--- src/rtl/string_op_seq.sv ---
`default_nettype none
// ============================================================================
// Module      : string_op_seq
// Description : Execute-stage sequencer for MOVS/CMPS/STOS with REP prefixes.
// Revision    : 1.0 - initial release
// ============================================================================
module string_op_seq #(
    parameter int DATA_W = 32,
    parameter int ADDR_W = 32
) (
    input  logic              clk,
    input  logic              rst,
    input  logic              start,
    input  logic [1:0]        op,
    input  logic [1:0]        rep,
    input  logic [1:0]        size,
    input  logic              df,
    input  logic [ADDR_W-1:0] ecx_in,
    input  logic [ADDR_W-1:0] esi_in,
    input  logic [ADDR_W-1:0] edi_in,
    input  logic [DATA_W-1:0] eax_in,
    input  logic              flush,
    output logic              rd_req,
    output logic [ADDR_W-1:0] rd_addr,
    input  logic              rd_ack,
    input  logic [DATA_W-1:0] rd_data,
    output logic              wr_req,
    output logic [ADDR_W-1:0] wr_addr,
    output logic [DATA_W-1:0] wr_data,
    input  logic              wr_ack,
    output logic [DATA_W-1:0] mem_out_latched,
    output logic [DATA_W-1:0] mem_out,
    input  logic              cmps_zf,
    output logic              ld_cmps_flags,
    output logic [ADDR_W-1:0] ecx_out,
    output logic [ADDR_W-1:0] esi_out,
    output logic [ADDR_W-1:0] edi_out,
    output logic              busy,
    output logic              done
);

    localparam logic [1:0] C_OP_MOVS = 2'b00;
    localparam logic [1:0] C_OP_CMPS = 2'b01;
    localparam logic [1:0] C_OP_STOS = 2'b10;
    localparam logic [1:0] C_REP_E   = 2'b01;
    localparam logic [1:0] C_REP_NE  = 2'b10;

    typedef enum logic [2:0] {
        C_IDLE   = 3'd0,
        C_CHECK  = 3'd1,
        C_RD_SRC = 3'd2,
        C_RD_DST = 3'd3,
        C_WR_DST = 3'd4,
        C_CMP    = 3'd5,
        C_UPDATE = 3'd6,
        C_FIN    = 3'd7
    } state_t;

    state_t              r_state;
    state_t              w_state_nxt;
    logic [1:0]          r_op;
    logic [1:0]          r_rep;
    logic [1:0]          r_size;
    logic                r_df;
    logic [ADDR_W-1:0]   r_ecx;
    logic [ADDR_W-1:0]   r_esi;
    logic [ADDR_W-1:0]   r_edi;
    logic [DATA_W-1:0]   r_buf;
    logic [DATA_W-1:0]   r_mem_lat;
    logic [DATA_W-1:0]   r_mem_out;
    logic                r_zf;
    logic                r_gap;

    logic [ADDR_W-1:0]   w_step;
    logic [ADDR_W-1:0]   w_esi_nxt;
    logic [ADDR_W-1:0]   w_edi_nxt;
    logic [ADDR_W-1:0]   w_ecx_dec;
    logic [DATA_W-1:0]   w_mask;
    logic                w_rep_on;
    logic                w_is_cmps;
    logic                w_stop;
    logic                w_rd_fire;
    logic                w_wr_fire;

    always_comb begin
        w_step = ADDR_W'(4);
        w_mask = '1;
        case (r_size)
            2'b00: begin
                w_step = ADDR_W'(1);
                w_mask = DATA_W'(32'h0000_00FF);
            end
            2'b01: begin
                w_step = ADDR_W'(2);
                w_mask = DATA_W'(32'h0000_FFFF);
            end
            default: ;
        endcase
    end

    assign w_esi_nxt = r_df ? (r_esi - w_step) : (r_esi + w_step);
    assign w_edi_nxt = r_df ? (r_edi - w_step) : (r_edi + w_step);
    assign w_ecx_dec = r_ecx - ADDR_W'(1);
    assign w_rep_on  = (r_rep != 2'b00);
    assign w_is_cmps = (r_op == C_OP_CMPS);
    assign w_stop    = !w_rep_on || (w_ecx_dec == '0) ||
                       (w_is_cmps && r_rep == C_REP_E  && !r_zf) ||
                       (w_is_cmps && r_rep == C_REP_NE &&  r_zf);

    // A request is withheld for one cycle after any accepted ack.
    assign rd_req    = (r_state == C_RD_SRC || r_state == C_RD_DST) && !r_gap;
    assign wr_req    = (r_state == C_WR_DST) && !r_gap;
    assign w_rd_fire = rd_req && rd_ack;
    assign w_wr_fire = wr_req && wr_ack;

    always_comb begin
        w_state_nxt = r_state;
        case (r_state)
            C_IDLE:   if (start) w_state_nxt = C_CHECK;
            C_CHECK: begin
                if (w_rep_on && r_ecx == '0) begin
                    w_state_nxt = C_FIN;
                end else begin
                    case (r_op)
                        C_OP_MOVS, C_OP_CMPS: w_state_nxt = C_RD_SRC;
                        C_OP_STOS:            w_state_nxt = C_WR_DST;
                        default:              w_state_nxt = C_FIN;
                    endcase
                end
            end
            C_RD_SRC: if (w_rd_fire) w_state_nxt = w_is_cmps ? C_RD_DST : C_WR_DST;
            C_RD_DST: if (w_rd_fire) w_state_nxt = C_CMP;
            C_CMP:    w_state_nxt = C_UPDATE;
            C_WR_DST: if (w_wr_fire) w_state_nxt = C_UPDATE;
            C_UPDATE: w_state_nxt = w_stop ? C_FIN : C_CHECK;
            C_FIN:    w_state_nxt = C_IDLE;
            default:  w_state_nxt = C_IDLE;
        endcase
        if (flush) w_state_nxt = C_IDLE;
    end

    always_ff @(posedge clk) begin
        if (rst) begin
            r_state   <= C_IDLE;
            r_op      <= '0;
            r_rep     <= '0;
            r_size    <= '0;
            r_df      <= 1'b0;
            r_ecx     <= '0;
            r_esi     <= '0;
            r_edi     <= '0;
            r_buf     <= '0;
            r_mem_lat <= '0;
            r_mem_out <= '0;
            r_zf      <= 1'b0;
            r_gap     <= 1'b0;
        end else begin
            r_state <= w_state_nxt;
            r_gap   <= (w_rd_fire || w_wr_fire) && !flush;
            // Flush discards any ack and any pending register commit.
            if (!flush) begin
                case (r_state)
                    C_IDLE: if (start) begin
                        r_op   <= op;
                        r_rep  <= (rep == 2'b11) ? 2'b00 : rep;
                        r_size <= size;
                        r_df   <= df;
                        r_ecx  <= ecx_in;
                        r_esi  <= esi_in;
                        r_edi  <= edi_in;
                    end
                    C_RD_SRC: if (w_rd_fire) begin
                        if (w_is_cmps) r_mem_lat <= rd_data & w_mask;
                        else           r_buf     <= rd_data;
                    end
                    C_RD_DST: if (w_rd_fire) r_mem_out <= rd_data & w_mask;
                    C_CMP:    r_zf <= cmps_zf;
                    C_UPDATE: begin
                        if (r_op != C_OP_STOS) r_esi <= w_esi_nxt;
                        r_edi <= w_edi_nxt;
                        if (w_rep_on) r_ecx <= w_ecx_dec;
                    end
                    default: ;
                endcase
            end
        end
    end

    assign rd_addr         = (r_state == C_RD_DST) ? r_edi : r_esi;
    assign wr_addr         = r_edi;
    assign wr_data         = (r_op == C_OP_STOS) ? eax_in : r_buf;
    assign mem_out_latched = r_mem_lat;
    assign mem_out         = r_mem_out;
    assign ld_cmps_flags   = (r_state == C_CMP) && !flush;
    assign ecx_out         = r_ecx;
    assign esi_out         = r_esi;
    assign edi_out         = r_edi;
    assign busy            = (r_state != C_IDLE);
    assign done            = (r_state == C_FIN) && !flush;

endmodule
`default_nettype wire

--- config.mk ---
export PLATFORM = sky130hd
export DESIGN_NAME = string_op_seq
export DESIGN_NICKNAME = d
export VERILOG_FILES = /design/src/rtl/string_op_seq.sv
export SDC_FILE = /design/constraint.sdc
export NUM_CORES = 1
export LEC_CHECK = 0
export CORE_MARGIN = 5
export CORE_UTILIZATION = 25
export CTS_CLUSTER_DIAMETER = 60
export DETAILED_ROUTE_END_ITERATION = 8
export PLACE_DENSITY = 0.63
export REMOVE_ABC_BUFFERS = 1
export SETUP_SLACK_MARGIN = 0.02
export SYNTH_ARGS = -nofsm -noshare
export SYNTH_HDL_FRONTEND = slang
export SYNTH_SLANG_ARGS = --single-unit
--- constraint.sdc ---
create_clock -name clk -period 4.4 [get_ports clk]
set_input_delay 0.88 -clock clk [delete_from_list [all_inputs] [get_ports clk]]
set_output_delay 0.88 -clock clk [all_outputs]
set_load 0.02 [all_outputs]
Word level (Yosys, flattened, before mapping)
Index checks and enable logic that the tools add are counted.
Cells by class
  reduce and logical (&&, ||, !) cells: 40
  muxes and demuxes: 24
  add/subtract/negate cells: 5
  equality and inequality tests: 20
  bitwise logic cells: 3
Operators with widths (count)
  32-bit 2-to-1 mux: 9
  32-bit one-hot mux with 2 select lines: 4
  32-bit adder: 2
  32-bit logical NOT: 2
  32-bit subtractor: 2
  32-bit AND: 1
  32-bit by 1-bit subtractor with 32-bit output, second input constant: 1
  3-bit one-hot mux with 8 select lines: 1
  3-bit 2-to-1 mux: 7
  4-bit AND reduction: 5
  2-bit inequality test, second input constant: 7
  3-bit equality test, second input constant: 4
  1-bit logical AND: 12
  3-bit one-hot mux with 2 select lines: 2
  3-bit AND reduction: 3
  2-bit by 1-bit equality test with 1-bit output, second input constant: 3
  2-bit equality test, second input constant: 3
  3-bit by 2-bit equality test with 1-bit output, second input constant: 2
  1-bit logical OR: 5
  1-bit logical NOT: 4
  2-bit logical NOT: 2
  2-bit nonzero test: 2
  2-bit OR reduction: 2
  3-bit by 1-bit equality test with 1-bit output, second input constant: 1
  5 further kinds: 6
Storage, ports and cells
  output and inout bits: 261
  logic and storage cells: 105
  bits in registers: 204

Depth between registers and ports, before layout
Gate-level depths: netlist (run 1).
  depth in word-level cells: 7
  mapped depth: 17

Least setup slack after synthesis (run 1)
No wires, ideal clock.
  path kind: flip-flop to flip-flop
  from: register r_df
  to: register r_esi[28], in the netlist esi_out[28]
  setup time: 0.081 ns
  stages on the path, launching flop included: 12
  setup slack: 0.050 ns
  arrival time: 4.269 ns
  clock period less this slack: 4.350 ns
  buffers on the path: 0
  cells stage by stage: dfxtp_1 mux2_2 fa_1 a211oi_1 o21ai_0 a211oi_1 a21oi_1 o22ai_1 o31ai_1 a21o_1 a2111o_1 a41oi_1
On the way
  cells in the longest elaborated chain, start to end: 3
RTL lines
  start, declared: line 64  | logic r_df;
  start signal, assigned: line 148  | r_df <= 1'b0;
  start signal, assigned: line 167  | r_df <= df;
  32-bit 2-to-1 mux: line 101  | assign w_esi_nxt = r_df ? (r_esi - w_step) : (r_esi + w_step);
  32-bit 2-to-1 mux: line 179  | if (r_op != C_OP_STOS) r_esi <= w_esi_nxt;
  32-bit one-hot mux with 2 select lines: line 162  | case (r_state)
  end signal, assigned: line 169  | r_esi <= esi_in;
  end signal, assigned: line 179
  end, declared: line 66  | logic [ADDR_W-1:0] r_esi;
Every way passes these cells. The select of a mux whose other input is x is not followed.
A chain may end at the register's enable or synchronous reset.

Worst setup path after layout (run 1)
  from: register r_size[1]
  to: register r_esi[28], in the netlist esi_out[28]
On the way
  cells in the longest elaborated chain, start to end: 6
RTL lines
  start, declared: line 63  | logic [1:0] r_size;
  start signal, assigned: line 166  | r_size <= size;
  2-bit by 1-bit equality test with 1-bit output or 2-bit logical NOT (tied branches): line 88  | case (r_size)
  3-bit one-hot mux with 2 select lines *: line 88
  32-bit adder or 32-bit subtractor (tied branches): line 101
  32-bit 2-to-1 mux *: line 101
  32-bit 2-to-1 mux *: line 179
  32-bit one-hot mux with 2 select lines *: line 162
Mark *: on every way between the ends. The rest lies on a longest branch, timed or not. The select of a mux whose other input is x is not followed.

==> impl_metrics.csv, run 1 <==
group,metric,value,unit
route,firstDrtPassIters,7,
cts,numCtsBuffers,27,
finish,layout_commonest_cell,"clkdlybuf4s50_1",
power,peakVddDrop,235,uV
floorplan,die_h,240,um
floorplan,initial_core_util,0.251,
critical_path,slowest_delay,0.47,ns
power,power.leakage,0.00694,uW
global_route,grt_first_pass_wirelength,79200,um
critical_path,worstSetupPathType,"flip-flop to flip-flop",
placement,place_congestion,0.847,
cts,htree_levels,1,
route,vias_per_cell,5.13,
timing,maxSlewViolCount,0,
route,antenna_left,0,
timing,layout_min_cycle_time,4.11,ns
route,route.detailed.drc,0,
placement,portBuffers,434,
yosys,synth_edf_count,0,
critical_path,cp.arrival,4.57,ns
placement,pre_cts_ws,0.275,ns
yosys,ys_top_cells_by_area,"dfxtp_1 (31%), a21oi_1 (9.1%), nand2_1 (7.8%)",
floorplan,core_area,52400,um^2
route,wl_per_cell,18.5,um
yosys,netlist_instances,1754,
cts,clock-sinks,204,
yosys,syn_area,13200,um^2
yosys,synth_top_area_share,0.310,
cts,hold_buffers,0,
cts,cts_tree,"yes",
placement,hpwl,37800,um
timing,worst_slack,0.292,ns
yosys,ys_seq_area_frac,0.310,
finish,drive_above_1_share,0.0798,
cts,root_buffer,"clkbuf_16",
yosys,ys_ff_latch,204,
outcome,outcome,"finished, final reports clean",
global_route,gr-total-overflow,0,
yosys,async_reset_ff_frac,0,
timing,fmax,243,MHz
cts,clk_pin_slew,0.06,ns
floorplan,die_area,57400,um^2
global_route,grtUsageTotal,0.168,
yosys,yosys.area.top_type,"dfxtp_1",
yosys,syn_avg_cell_area,7.52,um^2
global_route,grt_pass1_vias,14000,
yosys,synth_flop_cell,"dfxtp_1",
timing,period_share,0.934,
critical_path,required,4.86,ns
timing,finalHoldViolCount,0,
critical_path,crit_path_start_kind,"flip-flop",
finish,fillCellCount,5362,
timing,skew,0.0193,ns
floorplan,ios,435,
critical_path,path_cells,"or2_2, ha_1, inv_1, mux2_2, fa_1, a211oi_2, o21ai_0, a211oi_1, a21oi_1, o22ai_1, o31ai_1, a21o_1, a2111o_1, a41oi_1",
global_route,grt_max_degree,81,
cts,clk_path_buf_depth,3,
timing,tightestPinTransition,1.05,ns
floorplan,die_x,240,um
global_route,antenna_found_initial,3,
critical_path,crit_path_end_kind,"flip-flop",
power,power,5690,uW
flow_run,drv_cap,0,
min_path,hold_path_class,"flip-flop to flip-flop",
route,num_vias,14400,
power,p_per_area,300,nW/um^2
finish,layout_common_cells,"clkdlybuf4s50_1 (433), nand2_1 (272), a21oi_1 (237)",
critical_path,worst_path_max_delay_cell,"fa_1",
finish,area_growth,43.9,%
cts,insertion_delay,0.56,ns
critical_path,worstPathMaxFanout,4,
finish,multi_input_area,8370,um^2
yosys,ys_types,76,
yosys,yosysWarningCount,0,
floorplan,rows,84,
timing,rsz0062_at_grt,"no",
route,drt_iter0_markers,898,
route,drt_wl_total,51900,um
finish,fin_nets,2338,
timing,slew_headroom,0.299,
timing,finalSetupViolCount,0,
finish,seqCellArea,4090,um^2
[final cells by class]
cell class              count  share of cell area
clock inverters            15              0.0127
multi-input cells        1373               0.441
well taps                 688              0.0454
repair buffers            464               0.241
inverters                  26             0.00514
diodes                      2            0.000264
clock buffers              35              0.0393
flip-flops and latches    204               0.215
[worst max-delay path: cells and delay by family, from the launching register on]
family	cells	cell delay (ns)
AO/OA/AOI/OAI	9	2.30
adder cells (fa/ha/maj)	2	0.75
buffers and inverters	1	0.04
flip-flops	1	0.31
multiplexers	1	0.32
AND/OR/NAND/NOR	1	0.31
[metrics by stage]
step | utilization | area, um^2 | instances | TNS (ns) | hold slack, ns
3_3_place_gp | 0.343 | 18000 | 2755 | 0 | 0.438
3_5_place_dp | 0.343 | 18000 | 2755 | 0 | 0.445
6_report | 0.362 | 19000 | 2807 | 0 | 0.451
5_1_grt | 0.362 | 19000 | 2806 | 0 | 0.466
2_1_floorplan | - | 12500 | 1603 | -69.91 | 0.421
4_1_cts | 0.362 | 19000 | 2805 | 0 | 0.453
[repair_timing]
action / in CTS / in global routing
setup endpoints to repair: 0 / 1
resized for setup: 0 / 1
buffers inserted: 0 / 0
[path summary, 6_finish.rpt]
kind | from | endpoint | slack, ns | depth (start not counted)
setup reg to reg | r_size[1] | esi_out[28] | 0.29 | 14
hold / removal | mem_out[8] | mem_out[8] | 0.45 | 2
setup / recovery | r_size[1] | esi_out[28] | 0.29 | 14
hold reg to reg | mem_out[8] | mem_out[8] | 0.45 | 2
[metal layers]
metal | track usage | share of wire | vias to the layer above
met3 | 0.0332 | 0.069 | 86
met5 | 0 | 0.00025 | -
met4 | 0.0505 | 0.031 | 2
met1 | 0.215 | 0.42 | 6799
li1 | - | - | 6978
met2 | 0.288 | 0.48 | 535
[synth_stat cells, types with 4 or more instances]
master,number
o221ai_1,4
o32ai_1,5
mux2i_1,6
mux2_2,65
nor3_1,39
a22oi_1,9
o22ai_1,5
ha_1,66
buf_4,32
xnor2_1,36
a221oi_1,5
o211ai_1,7
a211o_1,4
a311oi_1,18
nand2_1,274
xor2_1,14
nand4_1,12
inv_1,26
and4_1,4
nand2b_1,13
clkbuf_1,108
nand3_1,73
a21o_1,25
and3_1,13
o21bai_1,10
dfxtp_1,204
a21oi_1,240
or3_1,5
nor2_1,129
nor2b_1,15
a211oi_1,34
a31oi_1,13
nand3b_1,5
o21ai_0,129
buf_1,7
o21a_1,16
and2_1,4
nor4_1,10
o31ai_1,5
nor3b_1,8
[cell families (layout without fill, tap and decap cells)]
logic type / Yosys count / after routing / synth area share
AND/OR/NAND/NOR: 623 / 623 / 0.216
multiplexers: 71 / 71 / 0.0601
adder cells (fa/ha/maj): 68 / 68 / 0.0656
other: 0 / 2 / 0
buffers and inverters: 177 / 540 / 0.0603
flip-flops: 204 / 204 / 0.310
AO/OA/AOI/OAI: 561 / 561 / 0.255
XOR/XNOR: 50 / 50 / 0.0332
[where the power goes]
part           switching (uW)  internal [uW]  total (uW)  leakage, uW
clock network             917           1550        2470     0.000488
logic                     646            568        1210      0.00479
registers                 102           1910        2010      0.00166
total                    1660           4020        5690      0.00694
[state kept, by name, indices dropped and copies added (netlist names), 2 cells and up]
register,cells
ecx_out,32
edi_out,32
esi_out,32
mem_out,32
mem_out_latched,32
r_buf,32
r_state,3
r_op,2
r_rep,2
r_size,2
Note: power is estimated with default switching activity, not from simulation.
==> run 2, diff against run 1 <==
--- a/config.mk
+++ b/config.mk
@@ -12,6 +12,8 @@
 export PLACE_DENSITY = 0.63
 export REMOVE_ABC_BUFFERS = 1
 export SETUP_SLACK_MARGIN = 0.02
+export SKIP_CTS_REPAIR_TIMING = 1
+export SKIP_LAST_GASP = 1
 export SYNTH_ARGS = -nofsm -noshare
 export SYNTH_HDL_FRONTEND = slang
 export SYNTH_SLANG_ARGS = --single-unit
==> results of run 2 <==
Same layout as run 1: the final DEF is identical, and so are final timing and power.
==> run 3, diff against run 2 <==
--- a/config.mk
+++ b/config.mk
@@ -7,9 +7,9 @@
 export LEC_CHECK = 0
 export CORE_MARGIN = 5
 export CORE_UTILIZATION = 25
+export CTS_BUF_LIST = sky130_fd_sc_hd__clkbuf_4 sky130_fd_sc_hd__clkbuf_8
 export CTS_CLUSTER_DIAMETER = 60
 export DETAILED_ROUTE_END_ITERATION = 8
-export PLACE_DENSITY = 0.63
 export REMOVE_ABC_BUFFERS = 1
 export SETUP_SLACK_MARGIN = 0.02
 export SKIP_CTS_REPAIR_TIMING = 1
==> impl_metrics.csv, run 3 (synthesis gave the netlist of run 1 again) <==
group,metric,value,unit
floorplan,ios,435,
timing,worst_slack,0.360,ns
critical_path,r2r-end,"esi_out[28]",
route,antenna_left,0,
timing,period_share,0.918,
global_route,grt_pass1_vias,14100,
cts,clk_path_buf_depth,3,
power,peakVddDrop,182,uV
timing,finalHoldViolCount,0,
critical_path,r2r_slack,0.36,ns
timing,layout_min_cycle_time,4.04,ns
critical_path,cp.arrival,4.54,ns
finish,design_area,18900,um^2
power,power,5330,uW
finish,fillCellCount,5441,
finish,area_growth,43.1,%
cts,root_buffer,"clkbuf_8",
floorplan,core_area,52400,um^2
min_path,hold_end,"mem_out_latched[8]",
timing,fmax,248,MHz
cts,insertion_delay,0.60,ns
power,intPower,3660,uW
cts,htree_levels,2,
global_route,grtUsageTotal,0.173,
global_route,gr-total-overflow,0,
finish,layout_common_cells,"clkdlybuf4s50_1 (433), nand2_1 (272), a21oi_1 (237)",
route,num_vias,14400,
global_route,grt_first_pass_wirelength,80200,um
timing,rsz0062_at_grt,"no",
floorplan,die_x,240,um
route,route.detailed.drc,0,
route,firstDrtPassIters,5,
placement,placed_area,18000,um^2
placement,portBuffers,434,
floorplan,rows,84,
min_path,hold_path_class,"flip-flop to flip-flop",
cts,numCtsBuffers,43,
critical_path,crit_path_start_kind,"flip-flop",
route,drt_iter0_markers,830,
placement,dp_cells,2751,
outcome,outcome,"finished, final reports clean",
timing,finalSetupViolCount,0,
power,pwr-share-seq,0.378,
flow_run,drv_cap,0,
placement,place_congestion,0.868,
placement,pre_cts_ws,0.425,ns
critical_path,worstPathMaxFanout,4,
critical_path,r2r_start,"r_size[1]",
cts,clock-sinks,204,
route,vias_per_cell,5.09,
critical_path,crit_path_end_kind,"flip-flop",
power,p_sw_frac,0.314,
min_path,holdPathStages,2,
power,p_switching,1670,uW
timing,slew_headroom,0.303,
floorplan,die_area,57400,um^2
critical_path,required,4.90,ns
critical_path,rr_worst_depth,14,
power,pwr-share-clk,0.393,
timing,tightestPinTransition,1.04,ns
finish,drive_above_1_share,0.0894,
global_route,grt_max_degree,124,
critical_path,slowest_delay,0.46,ns
global_route,antenna_found_initial,4,
floorplan,die_h,240,um
critical_path,worst_path_max_delay_cell,"fa_1",
timing,skew,0.0260,ns
critical_path,path_cells,"or2_2, ha_1, inv_1, mux2_2, fa_1, a211oi_1, o21ai_0, a211oi_1, a21oi_1, o22ai_1, o31ai_1, a21o_1, a2111o_1, a41oi_1",
floorplan,initial_core_util,0.251,
power,power.leakage,0.00690,uW
power,p_per_area,282,nW/um^2
critical_path,worstSetupPathType,"flip-flop to flip-flop",
finish,layout_commonest_cell,"clkdlybuf4s50_1",
power,p_comb_frac,0.229,
min_path,hold_start,"mem_out_latched[8]",
timing,maxSlewViolCount,0,
cts,cts_tree,"yes",
cts,clk_pin_slew,0.06,ns
placement,hpwl,38200,um
finish,final_cell_count_no_fill,2827,
finish,fin_nets,2350,
route,wl_per_cell,18.7,um
route,drt_wl_total,52900,um
critical_path,cp_common_cell,"a211oi_1",
-- run 3: worst max path at each step --
| stage | cells past startpoint | endpoint | from | slack [ns] |
|---|---|---|---|---|
| floorplan | 6 | ecx_out[1] | r_state[0] | -1.30 |
| global placement | 14 | esi_out[28] | r_size[1] | 0.45 |
| detailed placement | 14 | esi_out[28] | r_size[1] | 0.42 |
| CTS | 5 | rd_addr[26] | r_state[2] | 0.30 |
| global route | 14 | esi_out[28] | r_size[1] | 0.11 |
| finish | 14 | esi_out[28] | r_size[1] | 0.36 |
-- run 3: per-layer routing --
layer / vias to the layer above / share of wire / track usage
met5: - / 0.00025 / 0
met4: 2 / 0.029 / 0.0529
met3: 87 / 0.065 / 0.0393
met2: 489 / 0.48 / 0.294
met1: 6817 / 0.43 / 0.218
li1: 7004 / - / -
-- run 3: final cells by class --
class / instances / area, um^2 / share of cell area
timing repair buffer: 460 / 4580 / 0.243
inverter: 26 / 97.6 / 0.00517
sequential: 204 / 4090 / 0.217
tap: 688 / 861 / 0.0456
multi-input combinational: 1373 / 8370 / 0.443
clock inverter: 7 / 63.8 / 0.00338
antenna: 3 / 7.51 / 0.000398
clock buffer: 66 / 808 / 0.0428
-- run 3: power by group through the flow --
stage / Combinational, uW / Clock, uW / Sequential [uW]
3_3_place_gp: 1200 / 0 / 2050
4_1_cts: 1220 / 2180 / 2010
3_5_place_dp: 1210 / 0 / 2050
6_report: 1220 / 2100 / 2010
2_1_floorplan: 547 / 0 / 2110
5_1_grt: 1320 / 2250 / 2030
-- run 3: critical path, delay by kind of cell, from the launching register on --
kind,cells,cell delay [ns]
compound gates,9,2.25
fa+ha+maj,2,0.73
buf+inv,1,0.03
flops,1,0.31
mux,1,0.31
simple gates,1,0.31
-- run 3: stage by stage --
| step | utilization | hold WS [ns] | TNS, ns |
|---|---|---|---|
| after floorplan | - | 0.421 | -69.91 |
| after global placement | 0.343 | 0.442 | 0 |
| after detailed placement | 0.343 | 0.446 | 0 |
| after CTS | 0.360 | 0.454 | 0 |
| after global routing | 0.360 | 0.473 | 0 |
| final | 0.360 | 0.452 | 0 |
